[src/rtl/data_sram_bridge_pkg.sv]
// Shared types for the memory-stage data request and the SRAM-like bridge FSM.
// Request structs match the layout the memory stage drives.
package data_sram_bridge_pkg;

    typedef enum logic [1:0] {
        MSIZE_B = 2'b00,
        MSIZE_H = 2'b01,
        MSIZE_W = 2'b10
    } msize_t;

    typedef struct packed {
        logic        ren;
        logic [31:0] addr;
        msize_t      size;
    } m_r_t;

    typedef struct packed {
        logic        wen;
        logic [31:0] addr;
        logic [31:0] wd;
        msize_t      size;
    } m_w_t;

    typedef enum logic [1:0] {
        IDLE = 2'b00,
        ADDR = 2'b01,
        DATA = 2'b10,
        DONE = 2'b11
    } bridge_state_t;

endpackage

[src/rtl/data_sram_bridge.sv]
// Turns one memory-stage request into a single SRAM-like data-bus transaction,
// stalling the pipeline until it completes and holding the read word until M->W.
module data_sram_bridge
    import data_sram_bridge_pkg::*;
(
    input  logic        clk,
    input  logic        reset,
    input  m_r_t        mread,
    input  m_w_t        mwrite,
    output logic [31:0] rd,
    output logic        dstall,
    input  logic        m_advance,
    input  logic        flushM,
    output logic        data_req,
    output logic        data_wr,
    output logic [1:0]  data_size,
    output logic [31:0] data_addr,
    output logic [31:0] data_wdata,
    input  logic        data_addr_ok,
    input  logic        data_data_ok,
    input  logic [31:0] data_rdata
);

    bridge_state_t state;
    logic          discard;
    logic [31:0]   rd_q;

    logic          wr_q;
    logic [1:0]    size_q;
    logic [31:0]   addr_q;
    logic [31:0]   wdata_q;

    logic          pending;
    logic          issue;
    logic          req_wr;
    logic [1:0]    req_size;
    logic [31:0]   req_addr;
    logic [31:0]   req_wdata;

    // Writes win over reads when the memory stage raises both.
    always_comb begin
        pending   = mread.ren | mwrite.wen;
        issue     = (state == IDLE) & pending & ~flushM;
        req_wr    = mwrite.wen;
        req_size  = mwrite.wen ? mwrite.size : mread.size;
        req_addr  = mwrite.wen ? mwrite.addr : mread.addr;
        req_wdata = mwrite.wen ? mwrite.wd   : 32'd0;
    end

    // Bus fields are forced to zero whenever no request is being presented.
    always_comb begin
        data_req   = 1'b0;
        data_wr    = 1'b0;
        data_size  = 2'b00;
        data_addr  = 32'd0;
        data_wdata = 32'd0;
        case (state)
            IDLE: begin
                if (issue) begin
                    data_req   = 1'b1;
                    data_wr    = req_wr;
                    data_size  = req_size;
                    data_addr  = req_addr;
                    data_wdata = req_wdata;
                end
            end
            ADDR: begin
                data_req   = 1'b1;
                data_wr    = wr_q;
                data_size  = size_q;
                data_addr  = addr_q;
                data_wdata = wdata_q;
            end
            default: ;
        endcase
    end

    assign dstall = ((state == IDLE) & pending) | (state == ADDR) | (state == DATA);
    assign rd     = rd_q;

    // Request latch: captured on every issue so ADDR can replay it and DATA knows wr.
    always_ff @(posedge clk) begin
        if (issue) begin
            wr_q    <= req_wr;
            size_q  <= req_size;
            addr_q  <= req_addr;
            wdata_q <= req_wdata;
        end
    end

    always_ff @(posedge clk) begin
        if (reset) begin
            state   <= IDLE;
            discard <= 1'b0;
            rd_q    <= 32'd0;
        end else begin
            case (state)
                IDLE: begin
                    discard <= 1'b0;
                    if (issue) begin
                        state <= data_addr_ok ? DATA : ADDR;
                    end
                end
                ADDR: begin
                    if (flushM) begin
                        discard <= 1'b1;
                    end
                    if (data_addr_ok) begin
                        state <= DATA;
                    end
                end
                DATA: begin
                    if (flushM) begin
                        discard <= 1'b1;
                    end
                    // A killed access still drains its data phase; only the result is dropped.
                    if (data_data_ok) begin
                        if (discard | flushM) begin
                            state   <= IDLE;
                            discard <= 1'b0;
                        end else begin
                            state <= DONE;
                            if (!wr_q) begin
                                rd_q <= data_rdata;
                            end
                        end
                    end
                end
                DONE: begin
                    if (m_advance | flushM) begin
                        state <= IDLE;
                    end
                end
                default: state <= IDLE;
            endcase
        end
    end

endmodule

[config.mk]
export PLATFORM = sky130hd
export DESIGN_NAME = data_sram_bridge
export DESIGN_NICKNAME = d
export VERILOG_FILES = /design/src/rtl/data_sram_bridge_pkg.sv /design/src/rtl/data_sram_bridge.sv
export SDC_FILE = /design/constraint.sdc
export NUM_CORES = 1
export LEC_CHECK = 0
export ABC_AREA = 1
export CORE_MARGIN = 5
export CORE_UTILIZATION = 42
export CTS_CLUSTER_DIAMETER = 30
export DETAILED_ROUTE_END_ITERATION = 10
export PLACE_DENSITY_LB_ADDON = 0.08
export RECOVER_POWER = 50
export SYNTH_ARGS = -nofsm -noshare
export SYNTH_HDL_FRONTEND = slang
export SYNTH_SLANG_ARGS = --single-unit
[constraint.sdc]
create_clock -name clk -period 3.5 [get_ports clk]
set_clock_uncertainty 0.15 [all_clocks]
set_input_delay 0.7 -clock clk [delete_from_list [all_inputs] [get_ports clk]]
set_output_delay 0.7 -clock clk [all_outputs]
set_load 0.1 [all_outputs]
* Word level (Yosys, flattened, before mapping)
Index checks and enable logic that the tools add are counted.
** Cells by class
- Equality and inequality tests :: 7
- Reductions and logical operators :: 4
- Bitwise operators :: 10
- Multiplexer cells :: 24
** Operators with widths (count)
- 2-to-1 mux 32 bit :: 4
- one-hot mux 32 bit (2 select lines) :: 2
- 2-to-1 mux 2 bit :: 8
- inequality test 2 bit (second input constant) :: 4
- one-hot mux 2 bit (4 select lines) :: 1
- AND reduction 4 bit :: 2
- 2-to-1 mux 1 bit :: 5
- OR 1 bit :: 5
- == test 2 bit (second input constant) :: 2
- one-hot mux 1 bit (2 select lines) :: 2
- one-hot mux 2 bit (2 select lines) :: 1
- inverter 1 bit :: 3
- one-hot mux 1 bit (3 select lines) :: 1
- nonzero test 3 bit :: 1
- AND 1 bit :: 2
- == test 2 x 1 -> 1 bit (second input constant) :: 1
- logical NOT 2 bit :: 1
** Word-level totals
- Output and inout bits :: 101
- Input port bits :: 140
- Register bits after elaboration :: 102

* Logic depth before layout (Yosys ltp)
Gate-level depths: netlist of run 1.
- Word-level depth :: 5
- Gate-level depth with buffers :: 9
- Mapped depth without buffers :: 8

* Worst setup path before layout of run 1
No wires, ideal clock.
- Path kind :: input -> output
- From :: input port mwrite[66] in the netlist's numbering
- To :: output port data_wr
- Setup slack :: -883 ps
- Data arrival time :: 3533 ps
- Stages on the path :: 7
- Data required time :: 2650 ps
- Buffers on the path :: 1
- Cells stage by stage :: nor2_1 -> nor2_4 -> nand2_2 -> buf_6 -> inv_1 -> nand2_1 -> o21ai_0
** On the way
- Cells in the longest elaborated chain, start to end :: 5
** Ends and longest elaborated chain
- start, declared :: line data_sram_bridge.sv:9 : input m_w_t mwrite,
- OR 1 bit :: line data_sram_bridge.sv:42 : pending = mread.ren | mwrite.wen;
- AND 1 bit (2 in series) :: line data_sram_bridge.sv:43 : issue = (state == IDLE) & pending & ~flushM;
- 2-to-1 mux 1 bit * :: line data_sram_bridge.sv:59 : if (issue) begin
- one-hot mux 1 bit (2 select lines) * :: line data_sram_bridge.sv:57 : case (state)
- end, declared :: line data_sram_bridge.sv:15 : output logic data_wr,
Every way passes the cells marked *; elsewhere a longest branch is shown, timed or not.

* Final worst setup path of run 1
- From :: input port mread[34] in the netlist's numbering
- To :: output port data_wdata[2]
** On the way
- Cells in the longest elaborated chain, start to end :: 5
** Ends and longest elaborated chain
- start, declared :: line data_sram_bridge.sv:8 : input m_r_t mread,
- OR 1 bit :: line data_sram_bridge.sv:42
- AND 1 bit (2 in series) :: line data_sram_bridge.sv:43
- 2-to-1 mux 32 bit :: line data_sram_bridge.sv:59
- one-hot mux 32 bit (2 select lines) :: line data_sram_bridge.sv:57
- end, declared :: line data_sram_bridge.sv:18 : output logic [31:0] data_wdata,
No other way between the ends.

==> run_results.csv, run 1 <==
group,metric,value,unit
pwr,intPower,3.45,mW
synthesis,synth.area.top_cells,"edfxtp_1 39%, dfxtp_1 14%, nand2_1 11%",
clock_network,cts-buffers-inserted,9,
worst_setup_path,worst_path_largest_cell_delay,0.46,ns
synthesis,synth_edf_count,67,
finish,mostFrequentLayoutCells,"149 x nand2_1, 141 x inv_1, 137 x clkdlybuf4s50_1",
clock_network,post_cts.resized_instances,0,
pwr,power_leakage,3.60,nW
flow_run,maxCapViolations,0,
die,starting_density,43.0,%
synthesis,ys_seq_elements,102,
pwr,sw_frac_of_total,50.1,%
finish,non_filler_cells_final,1017,
finish,filler_cell_count,981,
synthesis,synth.avg_cell_area,8.40,um2
timing,max-slew-margin-rel,18.9,%
finish,diode_count,0,
worst_setup_path,crit_path_start_kind,"primary input",
run_status,status,"completed",
synthesis,syn_nets,761,
synthesis,synth_cell_types,23,
clock_network,clock-sinks,102,
finish,area_growth_syn_to_fin,64.1,%
die,die_h,121,um
clock_network,cts_tree,"built",
timing,final-setup-viol-count,0,
worst_setup_path,library_cell_appearing_most_often_on_the_critical_path,"buf_12",
global_route,track_usage,19.5,%
pwr,power_switching,3.47,mW
detailed_routing,route.vias.total,4682,
die,rows,40,
worst_setup_path,timing.critical_path.max_delay_family,"buffers and inverters",
global_route,antenna_found_initial,0,
timing,worst_pin_slew,1.22,ns
global_route,grt_pass1_vias,4626,
place,routabilityCongestion,0.811,
timing,timing_max_transition_violations_final,0,
synthesis,yosysTopAreaCell,"edfxtp_1",
clock_network,cts-htree-levels,3,
global_route,globalRoute.totalOverflow,0,
worst_setup_path,crit_path_top_delay_cell,"clkdlybuf4s50_1",
worst_setup_path,timing.critical_path.fanout_max,14,
finish,most_frequent_standard_cell_in_the_layout_excluding_fill_and_tap_cells,"nand2_1",
worst_setup_path,critical_path_arrival,2.43,ns
detailed_routing,route.top_layer_used,"met4",
global_route,first_pass_grt_wire_length,22800,um
die,core,12100,um2
worst_setup_path,startpoint,"mread[34]",
timing,fin_hold_ws,0.298,ns
detailed_routing,detail_route.wl_per_cell,14.2,um
global_route,grt_start_max_net_pins,103,
detailed_routing,drc,0,
clock_network,cts_hold_repair.buffers,0,
pwr,power.sequential.fraction,22.8,%
finish,finalNetCount,988,
timing,timing.final.crit_period,3.28,ns
clock_network,root_buffer,"clkbuf_16",
detailed_routing,route.met2.wl,6990,um
worst_setup_path,path_buf_inv,3,
synthesis,synthesized_instance_count,617,
pwr,combinationalPowerShare,62.6,%
timing,fmax,305,MHz
finish,final_layout_size_suffix_gt1_share,14.4,%
place,port-buffer-count,240,
clock_network,post-cts-setup-buffers,0,
worst_setup_path,timing_worst_setup_path_type,"in2out",
synthesis,netlist_area,5180,um2
die,fp.dieArea,14700,um2
detailed_routing,met3RoutedLength,1340,um
clock_network,clkSlewWorstSetupHoldPaths,0.07,ns
clock_network,clock_latency_of_the_later_clocked_register_in_the_worst_skew_pair,0.34,ns
worst_setup_path,worst_setup_path_end_kind,"output pin",
synthesis,async_set_or_reset_flop_fraction_in_the_synthesized_netlist,0,%
clock_network,clk_path_buf_depth,2,
detailed_routing,first_iter_violations,267,
synthesis,yosysSeqAreaShare,52.4,%
detailed_routing,avgViaCountPerCell,4.60,
worst_hold_path,source_of_the_worst_hold_timing_path,"rd[1]",
die,dieWidth,121,um
place,dp_cells,1001,
timing,final.setup.tns,0,ns
pwr,power_per_cell_area,813,nW/um2
detailed_routing,number_of_antenna_violating_nets_in_the_routed_design,0,
pwr,report.power.total,6.92,mW
worst_hold_path,kind_of_path_behind_the_tightest_hold_check,"reg2reg",
timing,period_share,93.7,%
detailed_routing,wirelength_met1,5670,um
pwr,clock_power_share,14.5,%
detailed_routing,drt-pass1-iter-count,4,
place,hpwlAfterDp,11000,um
detailed_routing,totalWireLength,14500,um
die,ioPinCount,241,
worst_setup_path,timing.critical_path.cells,"clkdlybuf4s50_1, nor2_1, nor2_4, nand2_2, buf_12, o21ai_0, buf_12",
synthesis,synth_warnings,0,
worst_setup_path,reg2reg_from,"state[1]",
worst_setup_path,timing.critical_path.required,2.65,ns
timing,report.final.hold_viol_count,0,
pwr,peakVddDrop,578,uV
synthesis,synth_flop_cell,"edfxtp_1",
timing,grt_setup_unrepaired,"false",
synthesis,synth_top_area_share,38.8,%
-- worst reg2reg max path: stages (launching register included) --
cell	delay, ns
dfxtp_1	0.35
inv_1	0.11
ha_1	0.25
inv_2	0.08
nor2_4	0.12
nand2_2	0.28
clkinvlp_4	0.18
buf_4	0.67
-- area by class of cell --
cell class	count	area, um2	area share, %
clock inverter	6	70.1	0.824
inverter	143	541	6.36
timing repair buffer	251	3030	35.6
sequential	102	2710	31.9
tap	168	210	2.47
clock buffer	10	229	2.69
multi-input combinational	337	1710	20.1
-- state kept, by name, indices dropped and copies added, names as in the netlist --
register / count
state: 2
rd: 32
wr_q: 1
wdata_q: 32
addr_q: 32
discard: 1
size_q: 2
-- metrics by stage --
step / area (um2) / setup WS, ns / util [%]
global route: 8500 / 0.0764 / 70.5
global placement: 8330 / 0.240 / 69.0
detailed placement: 8330 / 0.210 / 69.0
floorplan: 5180 / -0.543 / -
finish: 8500 / 0.220 / 70.5
CTS: 8630 / 0.199 / 71.5
-- metal layers --
metal,track usage [%],up-vias
met2,33.0,170
met4,8.43,0
met1,22.6,2084
met3,6.34,28
li1,-,2400
met5,0,-
-- path summary, 6_finish.rpt --
path              endpoint  slack [ns]  depth (start not counted)
max          data_wdata[2]        0.22                          7
min                  rd[1]        0.30                          2
max reg2reg      addr_q[9]        0.89                          7
min reg2reg          rd[1]        0.30                          2
-- synth_stat cells (2+ instances only) --
| master | instances |
|---|---|
| a21oi_1 | 35 |
| nand3_1 | 2 |
| dfxtp_1 | 35 |
| buf_4 | 4 |
| o21ai_1 | 10 |
| o21ai_0 | 71 |
| buf_6 | 8 |
| ha_1 | 4 |
| inv_1 | 142 |
| o21ai_2 | 20 |
| nand2_1 | 149 |
| o21a_1 | 34 |
| clkbuf_2 | 2 |
| nor2_1 | 7 |
| clkbuf_1 | 10 |
| buf_2 | 11 |
| edfxtp_1 | 67 |
-- power by group through the flow --
| stage | Combinational [mW] | Sequential, mW | Clock [mW] |
|---|---|---|---|
| floorplan | 2.59 | 1.78 | 0 |
| global placement | 4.36 | 1.60 | 0 |
| detailed placement | 4.39 | 1.61 | 0 |
| CTS | 4.40 | 1.58 | 1.03 |
| global route | 4.51 | 1.60 | 1.08 |
| finish | 4.33 | 1.58 | 1.00 |
-- cell families (layout without fill, tap and decap cells) --
| group | count (synthesis) | after routing | synth area share [%] |
|---|---|---|---|
| and+or+nand+nor | 163 | 163 | 12.5 |
| DFF | 102 | 102 | 52.4 |
| AOI/OAI and AO/OA | 170 | 170 | 19.5 |
| buffers and inverters | 178 | 410 | 14.7 |
| adders and majority gates | 4 | 4 | 0.966 |
Power figures use the tool's default switching activity.
==> run 2: changes to the inputs <==
--- a/constraint.sdc
+++ b/constraint.sdc
@@ -4,2 +4,2 @@
 set_output_delay 0.7 -clock clk [all_outputs]
-set_load 0.1 [all_outputs]
+set_load 0.05 [all_outputs]
==> run 2 against run 1 <==
Effect of this change:
- final area grew 1.2%
- global-route usage up 0.30 points
- highest routed layer unchanged
- setup slack got worse by 0.048 ns
- critical path type unchanged
==> run_results.csv, run 2 (synthesized netlist as in run 1, its figures left out) <==
group,metric,value,unit
worst_setup_path,timing.critical_path.required,2.65,ns
global_route,grt_start_max_net_pins,68,
finish,postLayoutCoreUtil,71.4,%
detailed_routing,drt-pass1-iter-count,4,
place,place_ws,0.246,ns
timing,timing.final.crit_period,3.33,ns
detailed_routing,totalWireLength,14800,um
pwr,power_per_cell_area,669,nW/um2
pwr,power_switching,2.38,mW
detailed_routing,first_iter_violations,310,
finish,most_frequent_standard_cell_in_the_layout_excluding_fill_and_tap_cells,"nand2_1",
worst_setup_path,worst_setup_path_end_kind,"output pin",
die,dieWidth,121,um
die,core,12100,um2
clock_network,cts-buffers-inserted,9,
global_route,first_pass_grt_wire_length,23100,um
clock_network,clock_latency_of_the_later_clocked_register_in_the_worst_skew_pair,0.34,ns
timing,final-setup-viol-count,0,
global_route,antenna_found_initial,0,
clock_network,cts_tree,"built",
timing,final.setup.tns,0,ns
timing,fin_hold_ws,0.293,ns
pwr,intPower,3.38,mW
timing,grt_setup_unrepaired,"false",
place,port-buffer-count,240,
detailed_routing,number_of_antenna_violating_nets_in_the_routed_design,0,
clock_network,post_cts.resized_instances,0,
run_status,status,"completed",
worst_setup_path,worst_path_largest_cell_delay,0.57,ns
die,starting_density,43.0,%
worst_setup_path,worst-r2r-setup-slack,0.99,ns
place,hpwlAfterDp,11400,um
detailed_routing,route.vias.total,4661,
timing,timing_max_transition_violations_final,0,
worst_setup_path,path_buf_inv,4,
finish,area_growth_syn_to_fin,66.1,%
global_route,track_usage,19.8,%
die,die_h,121,um
finish,diode_count,0,
global_route,grt_pass1_vias,4669,
detailed_routing,drc,0,
place,place_area,8340,um2
clock_network,post-cts-setup-buffers,0,
finish,seq_area,2710,um2
worst_setup_path,crit_path_start_kind,"primary input",
worst_setup_path,crit_path_top_delay_cell,"dlygate4sd3_1",
worst_hold_path,kind_of_path_behind_the_tightest_hold_check,"reg2reg",
clock_network,clock-sinks,102,
pwr,sw_frac_of_total,41.3,%
pwr,power.sequential.fraction,27.4,%
clock_network,cts-htree-levels,3,
finish,finalNetCount,987,
worst_setup_path,timing.critical_path.cells,"dlygate4sd3_1, inv_1, nand2_2, buf_4, o21ai_0, buf_12",
finish,mostFrequentLayoutCells,"149 x nand2_1, 141 x inv_1, 124 x clkdlybuf4s50_1",
place,routabilityCongestion,0.802,
pwr,combinationalPowerShare,55.0,%
pwr,clock_power_share,17.6,%
die,ioPinCount,241,
clock_network,root_buffer,"clkbuf_16",
worst_setup_path,timing.critical_path.max_delay_family,"buffers and inverters",
flow_run,maxCapViolations,0,
detailed_routing,detail_route.wl_per_cell,14.6,um
worst_setup_path,critical_path_arrival,2.48,ns
timing,period_share,95.1,%
timing,max-slew-margin-rel,23.8,%
finish,filler_cell_count,899,
timing,worst_pin_slew,1.14,ns
finish,non_filler_cells_final,1016,
die,fp.dieArea,14700,um2
clock_network,clk_path_buf_depth,2,
pwr,power_leakage,3.77,nW
detailed_routing,avgViaCountPerCell,4.59,
finish,final_layout_size_suffix_gt1_share,14.0,%
finish,multiInputGateArea,1700,um2
timing,fmax,300,MHz
pwr,peakVddDrop,371,uV
die,rows,40,
finish,postLayoutCellArea,8610,um2
global_route,globalRoute.totalOverflow,0,
place,dp_cells,1000,
pwr,report.power.total,5.76,mW
worst_setup_path,timing_worst_setup_path_type,"in2out",
timing,report.final.hold_viol_count,0,
clock_network,clkSlewWorstSetupHoldPaths,0.07,ns
timing,layout_setup_ws,0.172,ns
clock_network,cts_hold_repair.buffers,0,
worst_setup_path,timing.critical_path.fanout_max,15,
-- run 2: cell type report --
type                            count  area share [%]
Sequential cell                   102            31.5
Clock buffer                        9            2.62
Tap cell                          168            2.44
Clock inverter                      7           0.901
Timing Repair Buffer              250            36.5
Multi-Input combinational cell    337            19.8
Inverter                          143            6.28
-- run 2: worst paths after layout --
path | startpoint | end | depth (start not counted)
max reg2reg | state[1] | wdata_q[14] | 7
min reg2reg | rd[16] | rd[16] | 2
max | flushM | data_wdata[31] | 6
min | rd[16] | rd[16] | 2
-- run 2: power by group through the flow --
| stage | registers (mW) | logic [mW] | clock network, mW |
|---|---|---|---|
| final | 1.58 | 3.17 | 1.01 |
| after global routing | 1.60 | 3.33 | 1.10 |
| after detailed placement | 1.61 | 3.24 | 0 |
| after global placement | 1.60 | 3.21 | 0 |
| after floorplan | 1.68 | 1.61 | 0 |
| after CTS | 1.58 | 3.25 | 1.04 |
-- run 2: tightest hold or removal path: cells and delay by family (launching register included) --
kind | cells | cell delay (ns)
flip-flops | 1 | 0.31
buffers and inverters | 1 | 0.04
AO/OA/AOI/OAI | 1 | 0.05
-- run 2: per-layer routing --
layer	vias to the layer above	part of all wire, %	wire, um	global-route usage, %
met4	0	2.0	293	6.23
met5	-	0	0	0
met3	18	9.6	1420	8.44
met2	172	49	7280	33.2
li1	2390	-	-	-
met1	2081	39	5790	22.9
==> run 3: changes to the inputs <==
Settings changed: MAX_ROUTING_LAYER set to met4.
==> run 3 against run 2 <==
Effect of this change:
- power about the same
- setup slack better by 0.00088 ns
- non-clock buffer count stayed put
- fmax barely moved
- flip-flop and latch count unchanged
- sequential power is essentially flat
- final area unchanged
- routed wire length up 0.10%
- core utilization unchanged
- global-route usage is 0.55 points higher
- combinational power is essentially flat
- clock power about the same
- critical path type unchanged
==> run_results.csv, run 3 (synthesized netlist as in run 1, its figures left out) <==
group,metric,value,unit
finish,area_growth_syn_to_fin,66.1,%
timing,max-slew-margin-rel,24.2,%
global_route,grt_pass1_vias,4680,
worst_setup_path,timing.critical_path.required,2.65,ns
global_route,first_pass_grt_wire_length,23100,um
clock_network,clock_latency_of_the_later_clocked_register_in_the_worst_skew_pair,0.34,ns
place,hpwlAfterDp,11400,um
worst_hold_path,kind_of_path_behind_the_tightest_hold_check,"reg2reg",
pwr,power_leakage,3.77,nW
clock_network,clkSlewWorstSetupHoldPaths,0.07,ns
clock_network,clk_path_buf_depth,2,
flow_run,maxCapViolations,0,
detailed_routing,totalWireLength,14800,um
worst_setup_path,timing_worst_setup_path_type,"in2out",
finish,mostFrequentLayoutCells,"149 x nand2_1, 141 x inv_1, 124 x clkdlybuf4s50_1",
detailed_routing,drc,0,
place,routabilityCongestion,0.813,
timing,report.final.hold_viol_count,0,
timing,final.setup.tns,0,ns
clock_network,post_cts.resized_instances,0,
clock_network,root_buffer,"clkbuf_16",
clock_network,clock-sinks,102,
die,dieWidth,121,um
worst_setup_path,timing.critical_path.cells,"dlygate4sd3_1, inv_1, nand2_2, buf_4, o21ai_0, buf_12",
timing,fmax,301,MHz
die,rows,40,
finish,final_layout_size_suffix_gt1_share,14.0,%
timing,timing_max_transition_violations_final,0,
finish,diode_count,0,
pwr,power_per_cell_area,669,nW/um2
global_route,antenna_found_initial,0,
run_status,status,"completed",
worst_setup_path,worst_path_largest_cell_delay,0.57,ns
global_route,track_usage,20.4,%
global_route,grt_start_max_net_pins,68,
finish,postLayoutCoreUtil,71.4,%
die,core,12100,um2
clock_network,post-cts-setup-buffers,0,
global_route,globalRoute.totalOverflow,0,
pwr,peakVddDrop,371,uV
detailed_routing,first_iter_violations,306,
die,die_h,121,um
detailed_routing,route.vias.total,4687,
finish,finalNetCount,987,
clock_network,cts_tree,"built",
detailed_routing,avgViaCountPerCell,4.61,
worst_setup_path,worst_setup_path_end_kind,"output pin",
die,ioPinCount,241,
die,fp.dieArea,14700,um2
detailed_routing,drt-pass1-iter-count,5,
clock_network,cts_hold_repair.buffers,0,
timing,final-setup-viol-count,0,
detailed_routing,number_of_antenna_violating_nets_in_the_routed_design,0,
worst_setup_path,timing.critical_path.fanout_max,15,
timing,worst_pin_slew,1.13,ns
timing,period_share,95.1,%
die,starting_density,43.0,%
detailed_routing,detail_route.wl_per_cell,14.6,um
worst_setup_path,crit_path_top_delay_cell,"dlygate4sd3_1",
clock_network,cts-htree-levels,3,
timing,grt_setup_unrepaired,"false",
worst_setup_path,critical_path_arrival,2.48,ns
finish,most_frequent_standard_cell_in_the_layout_excluding_fill_and_tap_cells,"nand2_1",
clock_network,cts-buffers-inserted,9,
timing,timing.final.crit_period,3.33,ns
place,port-buffer-count,240,
worst_setup_path,crit_path_start_kind,"primary input",
==> run 3: cell counts in the layout (fill, tap and decap cells not counted) <==
No cell type changed its count.
==> run 3: where the power goes <==
group | total, mW | switching, mW | internal, mW
Combinational | 3.17 | 1.87 | 1.30
Sequential | 1.58 | 0.0615 | 1.52
Clock | 1.01 | 0.447 | 0.565
Total | 5.76 | 2.38 | 3.38
==> run 3: layout make-up <==
class / count / area [um2]
flip-flops and latches: 102 / 2710
clock buffers: 9 / 225
fillers: 899 / 3450
inverters: 143 / 541
repair buffers: 250 / 3140
multi-input cells: 337 / 1700
clock inverters: 7 / 77.6
well taps: 168 / 210
==> run 3: per-layer routing <==
| metal | global-route usage, % | vias up | part of all wire [%] |
|---|---|---|---|
| met5 | - | - | 0 |
| met4 | 6.23 | 0 | 2.0 |
| met3 | 7.41 | 17 | 8.6 |
| met2 | 33.2 | 179 | 49 |
| met1 | 23.6 | 2100 | 40 |
| li1 | - | 2391 | - |
==> run 3: through the flow <==
stage | hold slack, ns | power, mW | setup slack (ns) | cell area, um2 | instances
after floorplan | 0.353 | 3.29 | 0.104 | 5180 | 617
after global placement | 0.281 | 4.81 | 0.318 | 8340 | 1000
after detailed placement | 0.287 | 4.85 | 0.246 | 8340 | 1000
after CTS | 0.298 | 5.87 | 0.238 | 8640 | 1016
after global routing | 0.316 | 6.02 | 0.120 | 8610 | 1016
final | 0.293 | 5.76 | 0.172 | 8610 | 1016
==> run 3: critical path, delay by kind of cell <==
kind	cells	cell delay, ns
compound gates	1	0.41
buf+inv	4	1.14
simple gates	1	0.23
==> run 3: path summary, 6_finish.rpt <==
kind	from	endpoint	slack [ns]	cells past startpoint
worst max-delay path	flushM	data_wdata[31]	0.17	6
worst min-delay path	rd[16]	rd[16]	0.29	2
worst max register to register	state[1]	wdata_q[6]	0.99	7
worst min register to register	rd[16]	rd[16]	0.29	2
